<file path="src/rtl/vector_alu_pkg.sv">
// Shared opcodes and sequencer state encoding for the vector ALU execute stage.
package vector_alu_pkg;

  localparam logic [2:0] OP_ZERO = 3'b000;
  localparam logic [2:0] OP_XOR  = 3'b001;
  localparam logic [2:0] OP_ADD  = 3'b010;
  localparam logic [2:0] OP_SUB  = 3'b011;
  localparam logic [2:0] OP_MUL  = 3'b100;
  localparam logic [2:0] OP_SRL  = 3'b101;
  localparam logic [2:0] OP_SLL  = 3'b110;
  localparam logic [2:0] OP_INC  = 3'b111;

  typedef enum logic [1:0] {
    IDLE,
    RUN,
    DONE
  } seq_state_t;

endpackage

</file>
<file path="src/rtl/vector_alu_sequencer_if.sv">
// Issue-side and writeback-side handshake bundle of the vector ALU sequencer.
interface vector_alu_sequencer_if #(
  parameter int unsigned dataSize = 8,
  parameter int unsigned lanes    = 4
);

  logic                        in_valid;
  logic                        in_ready;
  logic [2:0]                  op;
  logic [lanes*dataSize-1:0]   vec_a;
  logic [lanes*dataSize-1:0]   vec_b;
  logic [lanes-1:0]            lane_mask;
  logic                        out_valid;
  logic                        out_ready;
  logic [lanes*dataSize-1:0]   vec_result;
  logic [lanes-1:0]            neg_flags;
  logic [lanes-1:0]            zero_flags;
  logic                        busy;

  modport master (
    output in_valid, op, vec_a, vec_b, lane_mask, out_ready,
    input  in_ready, out_valid, vec_result, neg_flags, zero_flags, busy
  );

  modport slave (
    input  in_valid, op, vec_a, vec_b, lane_mask, out_ready,
    output in_ready, out_valid, vec_result, neg_flags, zero_flags, busy
  );

endinterface

</file>
<file path="src/rtl/alu.sv">
// Scalar ALU: one element per call, wrapping arithmetic, sign-change and zero flags.
module alu
  import vector_alu_pkg::*;
#(
  parameter int unsigned dataSize = 8
) (
  input  logic [2:0]          i_op,
  input  logic [dataSize-1:0] i_a,
  input  logic [dataSize-1:0] i_b,
  output logic [dataSize-1:0] o_result,
  output logic                o_neg_flag,
  output logic                o_zero_flag
);

  logic [dataSize-1:0] w_result;

  always_comb begin
    w_result = '0;
    case (i_op)
      OP_ZERO: w_result = '0;
      OP_XOR:  w_result = i_a ^ i_b;
      OP_ADD:  w_result = i_a + i_b;
      OP_SUB:  w_result = i_a - i_b;
      OP_MUL:  w_result = i_a * i_b;
      OP_SRL:  w_result = i_a >> i_b;
      OP_SLL:  w_result = i_a << i_b;
      OP_INC:  w_result = i_a + dataSize'(1);
      default: w_result = '0;
    endcase
  end

  assign o_result    = w_result;
  assign o_zero_flag = (w_result == '0);
  // "neg" flags a sign change between operand a and the result.
  assign o_neg_flag  = (i_a[dataSize-1] != w_result[dataSize-1]) && !o_zero_flag;

endmodule

</file>
<file path="src/rtl/vector_alu_sequencer.sv">
// Runs one vector op by feeding a single scalar ALU one lane per cycle, fixed latency.
module vector_alu_sequencer
  import vector_alu_pkg::*;
#(
  parameter int unsigned dataSize = 8,
  parameter int unsigned lanes    = 4
) (
  input  logic                   clk,
  input  logic                   rst_n,
  input  logic                   flush,
  vector_alu_sequencer_if.slave  bus
);

  localparam int unsigned idxW = $clog2(lanes);
  localparam int unsigned VecW = lanes * dataSize;
  localparam logic [idxW-1:0] LastLane = idxW'(lanes - 1);

  seq_state_t          r_state;
  seq_state_t          w_state_next;
  logic [idxW-1:0]     r_lane_idx;
  logic [2:0]          r_op;
  logic [VecW-1:0]     r_a;
  logic [VecW-1:0]     r_b;
  logic [lanes-1:0]    r_mask;
  logic [VecW-1:0]     r_result;
  logic [lanes-1:0]    r_neg;
  logic [lanes-1:0]    r_zero;

  logic                w_in_ready;
  logic                w_accept;
  logic                w_last_lane;
  logic [dataSize-1:0] w_a_lane;
  logic [dataSize-1:0] w_b_lane;
  logic [dataSize-1:0] w_alu_result;
  logic                w_alu_neg;
  logic                w_alu_zero;

  assign w_in_ready  = (r_state == IDLE) || ((r_state == DONE) && bus.out_ready);
  assign w_accept    = bus.in_valid && w_in_ready && !flush;
  assign w_last_lane = (r_lane_idx == LastLane);
  assign w_a_lane    = r_a[r_lane_idx*dataSize +: dataSize];
  assign w_b_lane    = r_b[r_lane_idx*dataSize +: dataSize];

  alu #(
    .dataSize(dataSize)
  ) u_alu (
    .i_op       (r_op),
    .i_a        (w_a_lane),
    .i_b        (w_b_lane),
    .o_result   (w_alu_result),
    .o_neg_flag (w_alu_neg),
    .o_zero_flag(w_alu_zero)
  );

  always_ff @(posedge clk or negedge rst_n) begin
    if (!rst_n) begin
      r_state <= IDLE;
    end else begin
      r_state <= w_state_next;
    end
  end

  always_comb begin
    w_state_next = r_state;
    unique case (r_state)
      IDLE: if (w_accept) w_state_next = RUN;
      RUN:  if (w_last_lane) w_state_next = DONE;
      DONE: begin
        // A same-cycle accept in DONE restarts with no bubble.
        if (w_accept) begin
          w_state_next = RUN;
        end else if (bus.out_ready) begin
          w_state_next = IDLE;
        end
      end
      default: w_state_next = IDLE;
    endcase
    if (flush) w_state_next = IDLE;
  end

  always_ff @(posedge clk or negedge rst_n) begin
    if (!rst_n) begin
      r_lane_idx <= '0;
      r_op       <= '0;
      r_a        <= '0;
      r_b        <= '0;
      r_mask     <= '0;
      r_result   <= '0;
      r_neg      <= '0;
      r_zero     <= '0;
    end else if (flush) begin
      r_lane_idx <= '0;
      r_result   <= '0;
      r_neg      <= '0;
      r_zero     <= '0;
    end else if (w_accept) begin
      r_lane_idx <= '0;
      r_op       <= bus.op;
      r_a        <= bus.vec_a;
      r_b        <= bus.vec_b;
      r_mask     <= bus.lane_mask;
      r_result   <= '0;
      r_neg      <= '0;
      r_zero     <= '0;
    end else if (r_state == RUN) begin
      // Masked lanes pass operand a through with cleared flags.
      if (r_mask[r_lane_idx]) begin
        r_result[r_lane_idx*dataSize +: dataSize] <= w_alu_result;
        r_neg[r_lane_idx]                         <= w_alu_neg;
        r_zero[r_lane_idx]                        <= w_alu_zero;
      end else begin
        r_result[r_lane_idx*dataSize +: dataSize] <= w_a_lane;
        r_neg[r_lane_idx]                         <= 1'b0;
        r_zero[r_lane_idx]                        <= 1'b0;
      end
      r_lane_idx <= w_last_lane ? '0 : r_lane_idx + idxW'(1);
    end
  end

  assign bus.in_ready   = w_in_ready;
  assign bus.out_valid  = (r_state == DONE);
  assign bus.busy       = (r_state != IDLE);
  assign bus.vec_result = r_result;
  assign bus.neg_flags  = r_neg;
  assign bus.zero_flags = r_zero;

endmodule

</file>
<file path="src/flat_wrapper.sv">
// flat-port wrapper written by rule: the top's interface ports become plain ports
module vector_alu_sequencer_flat import vector_alu_pkg::*;
#(
  parameter int unsigned dataSize = 8,
  parameter int unsigned lanes    = 4
)
  (clk, rst_n, flush, bus_in_valid, bus_op, bus_vec_a, bus_vec_b, bus_lane_mask, bus_out_ready, bus_in_ready, bus_out_valid, bus_vec_result, bus_neg_flags, bus_zero_flags, bus_busy);
  vector_alu_sequencer_if #(.dataSize(dataSize), .lanes(lanes)) bus_i ();
  input  logic clk;
  input  logic rst_n;
  input  logic flush;
  input wire logic [$bits(bus_i.in_valid)-1:0] bus_in_valid;
  input wire logic [$bits(bus_i.op)-1:0] bus_op;
  input wire logic [$bits(bus_i.vec_a)-1:0] bus_vec_a;
  input wire logic [$bits(bus_i.vec_b)-1:0] bus_vec_b;
  input wire logic [$bits(bus_i.lane_mask)-1:0] bus_lane_mask;
  input wire logic [$bits(bus_i.out_ready)-1:0] bus_out_ready;
  output wire logic [$bits(bus_i.in_ready)-1:0] bus_in_ready;
  output wire logic [$bits(bus_i.out_valid)-1:0] bus_out_valid;
  output wire logic [$bits(bus_i.vec_result)-1:0] bus_vec_result;
  output wire logic [$bits(bus_i.neg_flags)-1:0] bus_neg_flags;
  output wire logic [$bits(bus_i.zero_flags)-1:0] bus_zero_flags;
  output wire logic [$bits(bus_i.busy)-1:0] bus_busy;
  assign bus_i.in_valid = bus_in_valid;
  assign bus_i.op = bus_op;
  assign bus_i.vec_a = bus_vec_a;
  assign bus_i.vec_b = bus_vec_b;
  assign bus_i.lane_mask = bus_lane_mask;
  assign bus_i.out_ready = bus_out_ready;
  assign bus_in_ready = bus_i.in_ready;
  assign bus_out_valid = bus_i.out_valid;
  assign bus_vec_result = bus_i.vec_result;
  assign bus_neg_flags = bus_i.neg_flags;
  assign bus_zero_flags = bus_i.zero_flags;
  assign bus_busy = bus_i.busy;
  vector_alu_sequencer #(.dataSize(dataSize), .lanes(lanes)) u_core (.clk(clk), .rst_n(rst_n), .flush(flush), .bus(bus_i));
endmodule
</file>
<file path="config.mk">
export PLATFORM = sky130hd
export DESIGN_NAME = vector_alu_sequencer_flat
export DESIGN_NICKNAME = d
export VERILOG_FILES = /design/src/rtl/vector_alu_pkg.sv /design/src/rtl/vector_alu_sequencer_if.sv /design/src/rtl/alu.sv /design/src/rtl/vector_alu_sequencer.sv /design/src/flat_wrapper.sv
export SDC_FILE = /design/constraint.sdc
export NUM_CORES = 1
export LEC_CHECK = 0
export ABC_AREA = 1
export ABC_CLOCK_PERIOD_IN_PS = 9400
export BUFFER_PORTS_ARGS = -buffer_cell sky130_fd_sc_hd__buf_2
export CAP_MARGIN = 10
export CELL_PAD_IN_SITES_DETAIL_PLACEMENT = 1
export CELL_PAD_IN_SITES_GLOBAL_PLACEMENT = 2
export CORE_UTILIZATION = 36
export DETAILED_ROUTE_END_ITERATION = 6
export GPL_TIMING_DRIVEN = 0
export HOLD_SLACK_MARGIN = 0.15
export PLACE_DENSITY_LB_ADDON = 0.1
export SLEW_MARGIN = 5
export SYNTH_ARGS = -nofsm -noshare
export SYNTH_HDL_FRONTEND = slang
export SYNTH_SLANG_ARGS = --single-unit
</file>
<file path="constraint.sdc">
create_clock -name clk -period 9.4 [get_ports clk]
set_input_delay 1.41 -clock clk [delete_from_list [all_inputs] [get_ports clk]]
set_output_delay 1.41 -clock clk [all_outputs]
set_load 0.01 [all_outputs]
</file>
==> impl_metrics.env, run 1 <==
export IMPL_internal_power_mw=1.70
export IMPL_worst_pin_slew_ns=0.785
export IMPL_fin_crit_sh_pct=66.7
export IMPL_p_clk_share_pct=19.0
export IMPL_antenna_found_initial=5
export IMPL_seqCellArea_mm2=0.00288
export IMPL_syn_inst=1121
export IMPL_hold_buffers=0
export IMPL_synth_largest_area_cell="dfrtp_1"
export IMPL_hpwl_mm=22.1
export IMPL_combPwrFrac_pct=60.8
export IMPL_wl_met2_mm=13.4
export IMPL_grt_max_degree=85
export IMPL_vdd_drop_max_uv=182
export IMPL_setup_tns_ns=0
export IMPL_htreeDepth=4
export IMPL_synth_area_top_cells="dfrtp_1 (35%), nand2_1 (15%), mux2_2 (8.7%), nand3_1 (8.3%), ha_1 (5.4%)"
export IMPL_slowest_stage="fa_1"
export IMPL_clkLatencyLatePin_ns=0.42
export IMPL_syn_area_per_cell_um2=7.40
export IMPL_synth_seq_cells=115
export IMPL_synth_edf_count=0
export IMPL_ys_flop_type="dfrtp_1"
export IMPL_status="complete, no violations"
export IMPL_rsz0062_at_grt="false"
export IMPL_root_buffer="clkbuf_16"
export IMPL_dr_pass1_iters=4
export IMPL_postCtsResizedCells=0
export IMPL_syn_nets=1246
export IMPL_wl_mm=29.2
export IMPL_whs_path_depth=2
export IMPL_clk_path_buf_depth=2
export IMPL_slew_headroom_pct=47.1
export IMPL_leakage_nw=5.03
export IMPL_grt_ovfl_total=0
export IMPL_ys_seq_area_share_pct=34.7
export IMPL_cp_slowest_stage_delay_ns=0.55
export IMPL_syn_to_final_growth_pct=18.9
export IMPL_vias_per_cell=5.20
export IMPL_hold_viol=0
export IMPL_highest_layer="met5"
export IMPL_yosys_top_cells_count="nand2_1 (341), nand3_1 (138), dfrtp_1 (115)"
export IMPL_core_mm2=0.0226
export IMPL_wl_met1_mm=14.4
export IMPL_fmax_mhz=159
export IMPL_grt_usage_pct=25.9
export IMPL_min_path_type="reg2reg"
export IMPL_rows=55
export IMPL_p_per_area_mw_per_mm2=344
export IMPL_die_area_mm2=0.0236
export IMPL_p_switching_mw=1.70
export IMPL_path_common_cell="nand2_1"
export IMPL_yosys_area_top_type_share_pct=34.7
export IMPL_synth_cell_types=38
export IMPL_cp_max_fo=13
export IMPL_finalPower_mw=3.40
export IMPL_crit_type="reg2reg"
export IMPL_drt_initial_drc_count=410
export IMPL_netSwitchingFraction_pct=50.0
export IMPL_cts_setup_buffers=0
export IMPL_io_pins=119
export IMPL_p_seq_share_pct=20.2
export IMPL_grt_pass1_vias=8358
export IMPL_cp_required_ns=9.76
export IMPL_cts_sinks=115
export IMPL_drc=0
export IMPL_vias=8109
export IMPL_grt_pass1_wl_mm=46.8
export IMPL_end_kind="flip-flop"
export IMPL_clk_pin_slew_worst_paths_ns=0.06
export IMPL_antenna_left=0
export IMPL_critPathLaunchType="flip-flop"
export IMPL_nets=1385
export IMPL_gp_congestion=0.851
export IMPL_cts_tree="built"
export IMPL_cap_violations=0
export IMPL_start_util_pct=36.6
export IMPL_fill_cells=2855
export IMPL_port_buffers=118
export IMPL_yosys_warnings=0
export IMPL_reg2reg_depth=30
export IMPL_routedWlPerCell_um=18.7
export IMPL_setup_viol=0
export IMPL_wl_met3_mm=1.09
export IMPL_cp_arrival_ns=6.63
export IMPL_netlist_area_mm2=0.00829
export IMPL_synthArstFlopShare_pct=100
export IMPL_period_needed_ns=6.27
export IMPL_clock_skew_final_ns=0.0105
export IMPL_yosysMostFrequentCell="nand2_1"
export IMPL_final_max_slew_viol_count=0
export IMPL_drive_gt1_share_pct=22.1
export IMPL_dieWidth_um=154
export IMPL_numCtsBuffers=17
export IMPL_die_y_um=154
export IMPL_multi_input_area_mm2=0.00479
-- through the flow --
step                      area (um^2)  cells  setup WS, ns  hold WS, ns  utilization [%]
after detailed placement         9280   1526          3.15        0.478             41.0
after global placement           9240   1524          3.19        0.475             40.8
after CTS                        9860   1558          3.14        0.491             43.6
after global routing             9860   1558          2.68        0.518             43.6
after floorplan                  8290   1121          4.37        0.481                -
final                            9860   1559          3.13        0.482             43.6
-- power groups by stage --
stage          Clock, mW  Combinational (mW)  Sequential [mW]
4_1_cts            0.658                2.09            0.685
3_5_place_dp           0                2.07            0.692
6_report           0.647                2.07            0.685
2_1_floorplan          0                1.45            0.677
3_3_place_gp           0                2.02            0.687
5_1_grt            0.678                2.35            0.701
-- cell usage in the layout (no fill, tap or decap), drive strengths merged, types with 2 or more instances in the layout --
master	instances
fa	13
o21ai	63
buf	149
or2	2
nand3	144
nor3	14
clkinv	5
ha	36
nand3b	4
a21o	2
nor2	97
dfrtp	115
clkinvlp	4
inv	96
a21oi	51
nand4	6
nand2	353
clkbuf	39
mux2	64
xor2	6
-- worst paths after layout --
kind / startpoint / to / slack (ns)
max: u_core.r_lane_idx[1] / u_core.bus.vec_result[31] / 3.13
min: u_core.bus.vec_result[21] / u_core.bus.vec_result[21] / 0.48
max reg2reg: u_core.r_lane_idx[1] / u_core.bus.vec_result[31] / 3.13
min reg2reg: u_core.bus.vec_result[21] / u_core.bus.vec_result[21] / 0.48
max in group asynchronous: rst_n / u_core.bus.zero_flags[3] / 7.80
min in group asynchronous: rst_n / u_core.bus.vec_result[20] / 0.86
-- sequential cells by signal (all words and copies together), names as in the netlist --
name and flops:
u_core.bus.vec_result 32, u_core.r_a 32, u_core.r_b 32, u_core.bus.neg_flags 4, u_core.bus.zero_flags 4, u_core.r_mask 4, u_core.r_op 3, u_core.r_lane_idx 2
u_core.r_state 2
-- worst max-delay path: cells and delay by family (launching register included) --
kind	cells	cell delay (ns)
compound gates	1	0.13
xor+xnor	1	0.20
fa+ha+maj	5	2.36
buf+inv	8	1.13
flops	1	0.43
simple gates	15	1.97
-- cell families after synthesis --
kind of cell | count (synthesis) | synth area share, %
AOI/OAI and AO/OA | 124 | 7.89
xor gates and xnor gates | 7 | 0.739
adders and majority gates | 49 | 8.57
buffers and inverters | 142 | 7.51
DFF | 115 | 34.7
muxes | 64 | 8.69
and+or+nand+nor | 620 | 31.9
-- metal layers --
metal  global-route usage, %  vias to the layer above
met5                       0                        -
met1                    36.8                     3953
met2                    41.7                      180
met4                    5.48                        6
li1                        -                     3946
met3                    3.69                       24
-- area by class of cell --
cell class                      count  share of cell area (%)
Multi-Input combinational cell    864                    48.6
Buffer                             48                    2.69
Clock buffer                       20                    4.63
Antenna cell                        1                  0.0254
Timing Repair Buffer              120                    6.41
Clock inverter                     12                    1.26
Tap cell                          285                    3.61
Sequential cell                   115                    29.2
Inverter                           94                    3.63
Power figures use the tool's default switching activity.
==> run 2, diff against run 1 <==
ABC_AREA = 0   (was 1)
ABC_CLOCK_PERIOD_IN_PS = 6400   (was 9400)
CORE_UTILIZATION = 37   (was 36)
clock period = 6.4 ns   (was 9.4 ns; I/O delays follow)
==> run 2 against run 1 <==
Net effect:
- clock skew up 0.0012 ns
- largest power group unchanged
- largest cell class unchanged
- clock-buffer cell count decreased by 2
- setup slack worse by 2.8 ns
- total power fell by 0.52%
- routed wire length is 23% lower
- critical path depth fell by 8
- hold slack got worse by 0.088 ns
- synthesized cell count down 40%
- non-clock buffer count decreased by 14
- die area is 14% lower
- final area fell by 10%
- sequential power up 28%
==> impl_metrics.env, run 2 <==
export IMPL_status="complete, no violations"
export IMPL_start_util_pct=37.8
export IMPL_synth_largest_area_cell="dfrtp_1"
export IMPL_finalInstanceArea_mm2=0.00885
export IMPL_synth_cell_types=66
export IMPL_rows=51
export IMPL_internal_power_mw=2.00
export IMPL_min_path_type="in2async"
export IMPL_final_common_cell="buf_2"
export IMPL_cp_max_fo=12
export IMPL_port_buffers=118
export IMPL_p_switching_mw=1.38
export IMPL_layout_common_cells="buf_2 (117), dfrtp_1 (114), mux2_2 (74), nand2_1 (59), inv_1 (40)"
export IMPL_dieWidth_um=143
export IMPL_fin_crit_sh_pct=94.7
export IMPL_io_pins=119
export IMPL_synthArstFlopShare_pct=100
export IMPL_p_seq_share_pct=26.0
export IMPL_vdd_drop_max_uv=243
export IMPL_die_area_mm2=0.0204
export IMPL_crit_type="reg2reg"
export IMPL_synth_edf_count=0
export IMPL_routedWlPerCell_um=20.6
export IMPL_syn_area_per_cell_um2=10.9
export IMPL_nets=935
export IMPL_slew_headroom_pct=16.1
export IMPL_cap_violations=0
export IMPL_synth_seq_cells=115
export IMPL_fmax_mhz=165
export IMPL_netSwitchingFraction_pct=40.7
export IMPL_final_util_pct=45.5
export IMPL_ys_flop_type="dfrtp_1"
export IMPL_grt_usage_pct=23.2
export IMPL_syn_inst=674
export IMPL_yosys_area_top_type_share_pct=39.1
export IMPL_antenna_left=0
export IMPL_root_buffer="clkbuf_16"
export IMPL_synth_area_top_cells="dfrtp_1 (39%), mux2_2 (11%), ha_1 (6.1%), mux4_2 (4.3%), fa_1 (3.5%)"
export IMPL_wl_mm=22.4
export IMPL_netlist_area_mm2=0.00735
export IMPL_hold_viol=0
export IMPL_hold_buffers=0
export IMPL_htreeDepth=4
export IMPL_vias=5897
export IMPL_drive_gt1_share_pct=32.7
export IMPL_gp_congestion=0.884
export IMPL_cts_setup_buffers=0
export IMPL_yosysMostFrequentCell="dfrtp_1"
export IMPL_drc=0
export IMPL_placed_cells_incl_taps=1058
export IMPL_cp_arrival_ns=6.40
export IMPL_setup_viol=0
export IMPL_p_per_area_mw_per_mm2=382
export IMPL_period_needed_ns=6.06
export IMPL_ys_seq_area_share_pct=39.1
export IMPL_multi_input_area_mm2=0.00410
export IMPL_grt_max_degree=97
export IMPL_syn_to_final_growth_pct=20.4
export IMPL_drt_initial_drc_count=258
export IMPL_seqCellArea_mm2=0.00288
export IMPL_cts_tree="built"
export IMPL_core_mm2=0.0195
export IMPL_grt_pass1_vias=6246
export IMPL_combPwrFrac_pct=48.6
export IMPL_fill_cells=2188
export IMPL_yosys_warnings=0
export IMPL_antenna_found_initial=3
export IMPL_reg2reg_depth=22
export IMPL_yosys_top_cells_count="dfrtp_1 (115), mux2_2 (74), nand2_1 (59)"
export IMPL_rsz0062_at_grt="false"
export IMPL_clkLatencyLatePin_ns=0.41
export IMPL_clk_pin_slew_worst_paths_ns=0.06
export IMPL_grt_pass1_wl_mm=35.6
export IMPL_dr_pass1_iters=4
export IMPL_critPathLaunchType="flip-flop"
export IMPL_end_kind="flip-flop"
export IMPL_syn_nets=799
export IMPL_numCtsBuffers=17
export IMPL_hpwl_mm=16.9
export IMPL_leakage_nw=4.05
export IMPL_instances_no_fill=1088
export IMPL_cts_sinks=115
export IMPL_vias_per_cell=5.42
export IMPL_p_clk_share_pct=25.5
export IMPL_worst_pin_slew_ns=1.25
export IMPL_grt_ovfl_total=0
export IMPL_final_max_slew_viol_count=0
export IMPL_clk_path_buf_depth=2
export IMPL_die_y_um=143
export IMPL_place_area_mm2=0.00831
export IMPL_cp_required_ns=6.74
export IMPL_clock_skew_final_ns=0.0117
-- run 2: changes by cell type in the layout (fill, tap and decap cells not counted), sizes merged, moves of 16 or more --
cell	delta
nand2	-294
nand3	-139
nor2	-60
inv	-51
o21ai	-35
a21oi	-23
a22o	+21
mux4	+17
xnor2	+16
-- run 2: repair_timing --
item | CTS | global route
resized for setup | 1 | 3
endpoints found under the setup margin | 12 | 12
hold endpoints to repair | 0 | 0
-- run 2: cell families (layout without fill, tap and decap cells) --
logic type                 count (synthesis)  in the layout  share of synthesized area (%)
adders and majority gates                 49             49                           9.66
and+or+nand+nor                          170            170                           11.2
muxes                                    105            105                           18.8
buffers and inverters                     78            226                           5.27
AOI/OAI and AO/OA                        134            134                           13.0
xor gates and xnor gates                  23             23                           2.93
other                                      0              1                              0
DFF                                      115            115                           39.1
-- run 2: power groups by stage --
stage | logic [mW] | clock network [mW] | registers [mW]
4_1_cts | 1.64 | 0.881 | 0.878
5_1_grt | 1.81 | 0.911 | 0.889
2_1_floorplan | 1.15 | 0 | 0.870
3_5_place_dp | 1.63 | 0 | 0.889
6_report | 1.64 | 0.861 | 0.877
3_3_place_gp | 1.59 | 0 | 0.880
-- run 2: worst paths after layout --
check                                          start                        end  slack, ns
setup / recovery                u_core.r_lane_idx[0]   u_core.bus.zero_flags[1]       0.34
hold / removal                                 rst_n   u_core.bus.vec_result[8]       0.39
setup reg to reg                u_core.r_lane_idx[0]   u_core.bus.zero_flags[1]       0.34
hold reg to reg            u_core.bus.vec_result[29]  u_core.bus.vec_result[29]       0.48
max in group asynchronous                      rst_n             u_core.r_b[11]       5.23
min in group clk           u_core.bus.vec_result[29]  u_core.bus.vec_result[29]       0.48
-- run 2: final cells by class --
cell class	instances	area share (%)
Multi-Input combinational cell	481	46.3
Sequential cell	115	32.5
Timing Repair Buffer	119	7.05
Clock buffer	18	4.85
Tap cell	265	3.74
Buffer	35	2.57
Inverter	41	1.74
Clock inverter	13	1.16
Antenna cell	1	0.0283
-- run 2: critical path: stages, from the launching register on --
cell and delay [ns]:
dfrtp_2 0.44, buf_6 0.20, buf_12 0.17, buf_6 0.16, mux4_2 0.57, buf_6 0.19
and2_1 0.17, ha_1 0.21, fa_1 0.48, ha_1 0.29, inv_1 0.06, fa_1 0.53
inv_1 0.07, fa_1 0.46, a21o_1 0.21, a21oi_2 0.22, xnor2_1 0.17, xnor2_1 0.15
xnor3_1 0.25, and2_1 0.20, or2_2 0.34, nor2_2 0.23, a32o_1 0.21
-- run 2: metal layers --
layer / vias to the layer above / GRT usage (%) / part of all wire, %
li1: 2716 / - / -
met1: 3014 / 31.4 / 45
met2: 146 / 38.8 / 49
met3: 19 / 4.19 / 5.1
met4: 2 / 4.58 / 0.83
met5: - / 0 / 0.045
-- run 2: stage by stage --
| step | hold slack, ns | setup slack (ns) | setup TNS (ns) | total power, mW |
|---|---|---|---|---|
| floorplan | 0.472 | 0.928 | 0 | 2.02 |
| global placement | 0.468 | -0.265 | -2.68 | 2.47 |
| detailed placement | 0.474 | -0.268 | -2.66 | 2.52 |
| CTS | 0.393 | 0.0752 | 0 | 3.40 |
| global route | 0.398 | 0.0481 | 0 | 3.61 |
| finish | 0.394 | 0.341 | 0 | 3.38 |
